$ cat src/rtl/cond_flag_unit.sv
// Nibble-serial 32-bit subtract (a - b) producing set-condition result and zf/nz/sf flags.
// Optional macro OVF_CORRECT_EN: when defined, lt uses signed-overflow correction (true signed compare).
module cond_flag_unit (
  input  logic        clk,
  input  logic        rst_n,
  input  logic        start,
  input  logic [31:0] a,
  input  logic [31:0] b,
  input  logic [2:0]  op,
  output logic        busy,
  output logic        done,
  output logic [31:0] result,
  output logic        zf,
  output logic        nz,
  output logic        sf
);

  localparam int unsigned DW  = 32;
  localparam int unsigned NW  = 4;
  localparam int unsigned CW  = 3;
  localparam int unsigned OPW = 3;

  localparam logic [0:0] IDLE = 1'b0;
  localparam logic [0:0] RUN  = 1'b1;

  localparam logic [CW-1:0] LAST_NIB = CW'(7);

  logic [0:0]     state_q, state_d;
  logic [DW-1:0]  a_q, a_d;
  logic [DW-1:0]  b_q, b_d;
  logic [OPW-1:0] op_q, op_d;
  logic [CW-1:0]  cnt_q, cnt_d;
  logic           carry_q, carry_d;
  logic           zacc_q, zacc_d;
  logic           busy_d, done_d;
  logic [DW-1:0]  result_d;
  logic           zf_d, nz_d, sf_d;

  logic [NW-1:0]  nib_a, nib_b;
  logic [NW:0]    nib_sum;
  logic           fin_zf, fin_sf, lt, cond;

  // One nibble of a + ~b + carry per cycle
  assign nib_a   = a_q[{cnt_q, 2'b00} +: NW];
  assign nib_b   = b_q[{cnt_q, 2'b00} +: NW];
  assign nib_sum = {1'b0, nib_a} + {1'b0, ~nib_b} + {{NW{1'b0}}, carry_q};

  // Flag values as they stand once the top nibble has been added
  assign fin_zf = zacc_q & (nib_sum[NW-1:0] == {NW{1'b0}});
  assign fin_sf = nib_sum[NW-1];

`ifdef OVF_CORRECT_EN
  logic ovf;
  assign ovf = (a_q[DW-1] != b_q[DW-1]) & (fin_sf != a_q[DW-1]);
  assign lt  = fin_sf ^ ovf;
`else
  assign lt  = fin_sf;
`endif

  always_comb begin
    cond = 1'b0;
    case (op_q)
      3'b000:  cond = lt;
      3'b001:  cond = fin_zf;
      3'b010:  cond = ~fin_zf;
      3'b011:  cond = ~fin_zf & ~lt;
      3'b100:  cond = fin_zf | lt;
      3'b101:  cond = ~lt;
      default: cond = 1'b0;
    endcase
  end

  // Next-state and registered-output logic
  always_comb begin
    state_d  = state_q;
    a_d      = a_q;
    b_d      = b_q;
    op_d     = op_q;
    cnt_d    = cnt_q;
    carry_d  = carry_q;
    zacc_d   = zacc_q;
    busy_d   = busy;
    done_d   = 1'b0;
    result_d = result;
    zf_d     = zf;
    nz_d     = nz;
    sf_d     = sf;
    case (state_q)
      IDLE: begin
        if (start) begin
          state_d = RUN;
          a_d     = a;
          b_d     = b;
          op_d    = op;
          cnt_d   = '0;
          carry_d = 1'b1;
          zacc_d  = 1'b1;
          busy_d  = 1'b1;
        end
      end
      RUN: begin
        carry_d = nib_sum[NW];
        zacc_d  = fin_zf;
        cnt_d   = cnt_q + CW'(1);
        if (cnt_q == LAST_NIB) begin
          // Final carry-out is dropped: the difference wraps modulo 2^32
          state_d  = IDLE;
          carry_d  = 1'b0;
          busy_d   = 1'b0;
          done_d   = 1'b1;
          zf_d     = fin_zf;
          nz_d     = ~fin_zf;
          sf_d     = fin_sf;
          result_d = {{(DW-1){1'b0}}, cond};
        end
      end
      default: state_d = IDLE;
    endcase
  end

  always_ff @(posedge clk or negedge rst_n) begin
    if (!rst_n) begin
      state_q <= IDLE;
      a_q     <= '0;
      b_q     <= '0;
      op_q    <= '0;
      cnt_q   <= '0;
      carry_q <= 1'b0;
      zacc_q  <= 1'b0;
      busy    <= 1'b0;
      done    <= 1'b0;
      result  <= '0;
      zf      <= 1'b0;
      nz      <= 1'b0;
      sf      <= 1'b0;
    end else begin
      state_q <= state_d;
      a_q     <= a_d;
      b_q     <= b_d;
      op_q    <= op_d;
      cnt_q   <= cnt_d;
      carry_q <= carry_d;
      zacc_q  <= zacc_d;
      busy    <= busy_d;
      done    <= done_d;
      result  <= result_d;
      zf      <= zf_d;
      nz      <= nz_d;
      sf      <= sf_d;
    end
  end

endmodule

$ cat config.mk
export PLATFORM = sky130hd
export DESIGN_NAME = cond_flag_unit
export DESIGN_NICKNAME = d
export VERILOG_FILES = /design/src/rtl/cond_flag_unit.sv
export SDC_FILE = /design/constraint.sdc
export NUM_CORES = 1
export LEC_CHECK = 0
export BUFFER_PORTS_ARGS = -buffer_cell sky130_fd_sc_hd__buf_2
export CORE_ASPECT_RATIO = 0.7
export CORE_MARGIN = 1
export CORE_UTILIZATION = 52
export DETAILED_ROUTE_END_ITERATION = 12
export PLACE_DENSITY = 0.75
export SYNTH_ARGS = -nofsm -noshare
export SYNTH_HDL_FRONTEND = slang
export SYNTH_SLANG_ARGS = --single-unit
export TNS_END_PERCENT = 100
$ cat constraint.sdc
create_clock -name clk -period 3.6 [get_ports clk]
set_input_delay 0.18 -clock clk [delete_from_list [all_inputs] [get_ports clk]]
set_output_delay 0.18 -clock clk [all_outputs]
set_load 0.1 [all_outputs]
# Word-level counts from Yosys, hierarchy flattened
# Cells that the tools add are included.
# word_totals
regBits	79
out_inout_bits	37
# op_classes
add_sub_neg	3
n_eq_ne	8
n_shift	2
muxes	14
bitwise_logic	7
n_reduce_logical	5
# ops
operator	count
32-bit by 6-bit indexed part select with 4-bit output	2
3-bit equality test (second input constant)	3
1-bit case mux with 2 select lines	4
1-bit two-way mux	7
3-bit by 2-bit equality test with 1-bit output (second input constant)	2
1-bit case mux with 6 select lines	1
3-bit case mux with 2 select lines	1
2-bit AND reduction	3
4-bit by 4-bit adder with 5-bit output	1
5-bit by 1-bit adder with 5-bit output	1
4-bit zero test	1
4-bit NOT	1
3-bit by 1-bit adder with 3-bit output (second input constant)	1
3-bit by 1-bit equality test with 1-bit output (second input constant)	1
3-bit zero test	1
3-bit two-way mux	1
1-bit NOT	3
1-bit AND	2
2-bit by 1-bit inequality test with 1-bit output (second input constant)	1
2-bit inequality test (second input constant)	1
1-bit bitwise OR	1

# Longest topological paths before layout
# logic_depth
word_depth	9
depth_mapped	12
mapped_depth_nobuf	10

# Worst setup path before layout
# No wires, ideal clock.
# synth_path
path_kind	register to register
start	register cnt_q[0]
end	register result[0]
setup_ps	123
arrival_ps	2921
required_ps	3477
path_slack_ps	556
path_stages_with_launch	12
synth_period_minus_slack_ps	3044
path_cell_list	dfrtp_1 > buf_6 > mux4_2 > mux2_2 > fa_1 > inv_1 > fa_1 > nand2_1 > nor3_2 > a211o_1 > a21o_1 > a32o_1
# synth_via
elab_chain_cells	9
elab_cells_between_ends	14
# synth_lines
item	line	text
from (decl)	32	logic [CW-1:0] cnt_q, cnt_d;
from (signal assigned)	141	cnt_q <= cnt_d;
32-bit by 6-bit indexed part select with 4-bit output	45	assign nib_b = b_q[{cnt_q, 2'b00} +: NW];
4-bit NOT	46	assign nib_sum = {1'b0, nib_a} + {1'b0, ~nib_b} + {{NW{1'b0}}, carry_q};
4-bit by 4-bit adder with 5-bit output	46	
5-bit by 1-bit adder with 5-bit output	46	
4-bit zero test	49	assign fin_zf = zacc_q & (nib_sum[NW-1:0] == {NW{1'b0}});
1-bit AND	49	
1-bit NOT	65, 66	
1-bit AND	66	3'b011: cond = ~fin_zf & ~lt;
1-bit case mux with 6 select lines	62	case (op_q)
to (signal assigned)	146	result <= result_d;
to (decl)	12	output logic [31:0] result,
# Several ways; a longest one is shown, not always the timed one.
# A chain may end at the register's enable or synchronous reset.

# Final worst setup path
# Ends and elaborated chain as after synthesis.

==> impl_metrics.yaml <==
timing:
  tightestPinTransition_ns: 0.953
  period_needed_ns: 3.29
  min_period_over_period: 0.913
  slew_headroom: 0.365
  rsz0062_at_grt: "no"
  whs_ns: -0.0359
  setup_tns_ns: 0
  finalHoldViolCount: 40
  finalSetupViolations: 0
  fmax_ghz: 0.304
  drv_slew: 0
  clock_skew_ns: 0.00814
clocking:
  path_clk_slew_ns: 0.08
  insertion_delay_ns: 0.35
  clock_path_buffers: 2
  cts.sinks: 79
  cts_tree: "done"
  ctsRootBufferMaster: "clkbuf_8"
  holdBufCountCts: 0
  cts_buffers: 9
  post_cts_resized: 0
  htreeDepth: 3
  post-cts-setup-buffers: 0
status:
  violations: "negative hold slack"
  status: "finished with violations"
setup_path:
  crit_path_max_fanout: 7
  required_ns: 3.84
  crit_type: "reg -> reg"
  cp.arrival_ns: 3.53
  cp-end-kind: "flop"
  critPathLaunchType: "flop"
hold_path:
  hold_class: "in -> async"
floorplan:
  io-pin-count: 107
  dieArea_um2: 7810
  die_h_um: 74.2
  start_util: 0.556
  rows: 25
  dieWidth_um: 105
  fp.coreArea_um2: 6980
detailed_routing:
  drt_iter0_markers: 83
  met1_length_um: 3570
  detail_route.wl_per_cell_um: 16.0
  ant_nets: 0
  topRoutingLayerUsed: "met4"
  viasPerCell: 5.14
  drc: 0
  dr.pass1.iters: 4
  wl_met2_um: 3090
  wl_met3_um: 376
  vias: 2288
  wirelength_um: 7110
placed_design:
  gp_congestion: 0.780
  port_buffers: 75
  dp_hpwl_um: 5420
grt:
  grt_max_degree: 80
  grt_use_total: 0.203
  antenna_found_initial: 0
  grt_pass1_wl_um: 11800
  grt_overflow: 0
  grt_pass1_vias: 2308
synthesis:
  postSynthAreaPerCell_um2: 14.5
  synth_cell_types: 33
  ys_ff_latch: 79
  synthCells: 268
  synth.area.top_cells: "dfrtp_1, mux2_2, mux4_2, buf_4, mux2_1"
  yosys.area.top_type: "dfrtp_1"
  synth.yosys.seq_area_share: 0.510
  yosys_warnings: 0
  syn_area_um2: 3870
  synth_top_area_share: 0.510
final_layout:
  n_antenna_cell: 0
  synthToLayoutAreaGrowth_pct: 14.5
  final_nets: 423
  drive_above_1_share: 0.487
power_and_ir_drop:
  p_per_area_nw_per_um2: 1060
  vdd_drop_max_mv: 0.581
  p_leak_nw: 2.07
job:
  drv_cap: 0
worst max-delay path, stage by stage, from the launching register on:
cell and delay [ns]:
dfrtp_1 0.57, buf_4 0.24, mux4_2 0.52, mux2i_1 0.18, fa_1 0.22, inv_1 0.06, fa_1 0.40, xnor2_1 0.19
nor3_2 0.10, a211o_1 0.30, a21o_1 0.15, a32o_1 0.24
stage by stage:
stage | worst slack, ns | area (µm²) | util | total power [mW] | instances
2_1_floorplan | 0.556 | 3990 | - | 3.59 | 298
3_3_place_gp | 0.405 | 4230 | 0.606 | 3.97 | 429
3_5_place_dp | 0.328 | 4230 | 0.606 | 4.06 | 429
4_1_cts | 0.296 | 4440 | 0.636 | 4.74 | 445
5_1_grt | 0.0489 | 4440 | 0.636 | 5.06 | 445
6_report | 0.314 | 4440 | 0.636 | 4.71 | 445
synthesized netlist by cell type (all sizes together):
| cell type | n |
|---|---|
| a211o | 1 |
| mux2 | 71 |
| nand2b | 2 |
| dfrtp | 79 |
| fa | 2 |
| o31a | 1 |
| mux2i | 5 |
| a21oi | 2 |
| o21ai | 6 |
| a21o | 3 |
| a221oi | 1 |
| nand2 | 9 |
| ha | 5 |
| buf | 42 |
| a31oi | 1 |
| xnor2 | 2 |
| inv | 5 |
| nor2b | 1 |
| xor2 | 1 |
| mux4 | 16 |
| nor3b | 1 |
| a32o | 1 |
| conb | 1 |
| clkbuf | 3 |
| nor2 | 6 |
| nor3 | 1 |
worst paths after layout:
check | start | endpoint | slack [ns] | depth (start not counted)
worst max-delay path | cnt_q[0]$_DFFE_PN0P_ | result[0]$_DFFE_PN0P_ | 0.31 | 11
worst min-delay path | rst_n | a_q[28]$_DFFE_PN0P_ | -0.04 | 1
worst max register to register | cnt_q[0]$_DFFE_PN0P_ | result[0]$_DFFE_PN0P_ | 0.31 | 11
worst min register to register | zf$_DFFE_PN0P_ | zf$_DFFE_PN0P_ | 0.48 | 2
max in group asynchronous | rst_n | cnt_q[1]$_DFFE_PN0P_ | 3.01 | 1
min in group clk | b[14] | b_q[14]$_DFFE_PN0P_ | 0.04 | 2
layout by cell type, fill, tap and decap left out:
cell type / n
a211o_1: 1
a21o_1: 2
a21o_2: 1
a21oi_1: 1
a21oi_2: 1
a221oi_2: 1
a31oi_1: 1
a32o_1: 1
buf_12: 1
buf_2: 74
buf_4: 7
bufinv_16: 1
clkbuf_8: 11
clkinv_2: 2
clkinv_4: 1
clkinvlp_4: 1
conb_1: 31
dfrtp_1: 79
fa_1: 2
ha_1: 5
inv_1: 5
mux2_1: 19
mux2_2: 52
mux2i_1: 5
mux4_2: 16
nand2_1: 9
nand2b_1: 2
nor2_1: 6
nor2b_4: 1
nor3_2: 1
nor3b_1: 1
o21ai_0: 5
o21ai_1: 1
o31a_1: 1
xnor2_1: 2
xor2_1: 1
cells by family after synthesis:
kind of cell    after synthesis  share of synthesized area
mux                          92                      0.312
simple gates                 20                     0.0239
flops                        79                      0.510
buf+inv                      50                     0.0894
xor+xnor                      3                    0.00678
compound gates               16                     0.0300
other cells                   1                   0.000968
fa+ha+maj                     7                     0.0265
power by group:
part / switching (mW) / internal (mW)
clock: 0.319 / 0.357
combinational: 1.21 / 1.18
sequential: 0.308 / 1.34
flip-flops by register name, summed over array words and instances (netlist names):
name / flops
a_q: 32
b_q: 32
busy: 1
carry_q: 1
cnt_q: 3
done: 1
nz: 1
op_q: 3
result: 1
sf: 1
state_q: 1
zacc_q: 1
zf: 1
per-layer routing:
layer / global-route usage / vias up
li1: - / 1050
met1: 0.300 / 1157
met2: 0.294 / 75
met3: 0.0587 / 6
met4: 0.0657 / 0
met5: 0 / -
layout make-up:
class / instances / area [µm²]
repair buffers: 82 / 443
fillers: 517 / 2540
multi-input cells: 169 / 1670
clock buffers: 11 / 151
inverters: 5 / 18.8
well taps: 94 / 118
flip-flops and latches: 79 / 1980
clock inverters: 5 / 56.3
(Power assumes the default switching activity.)
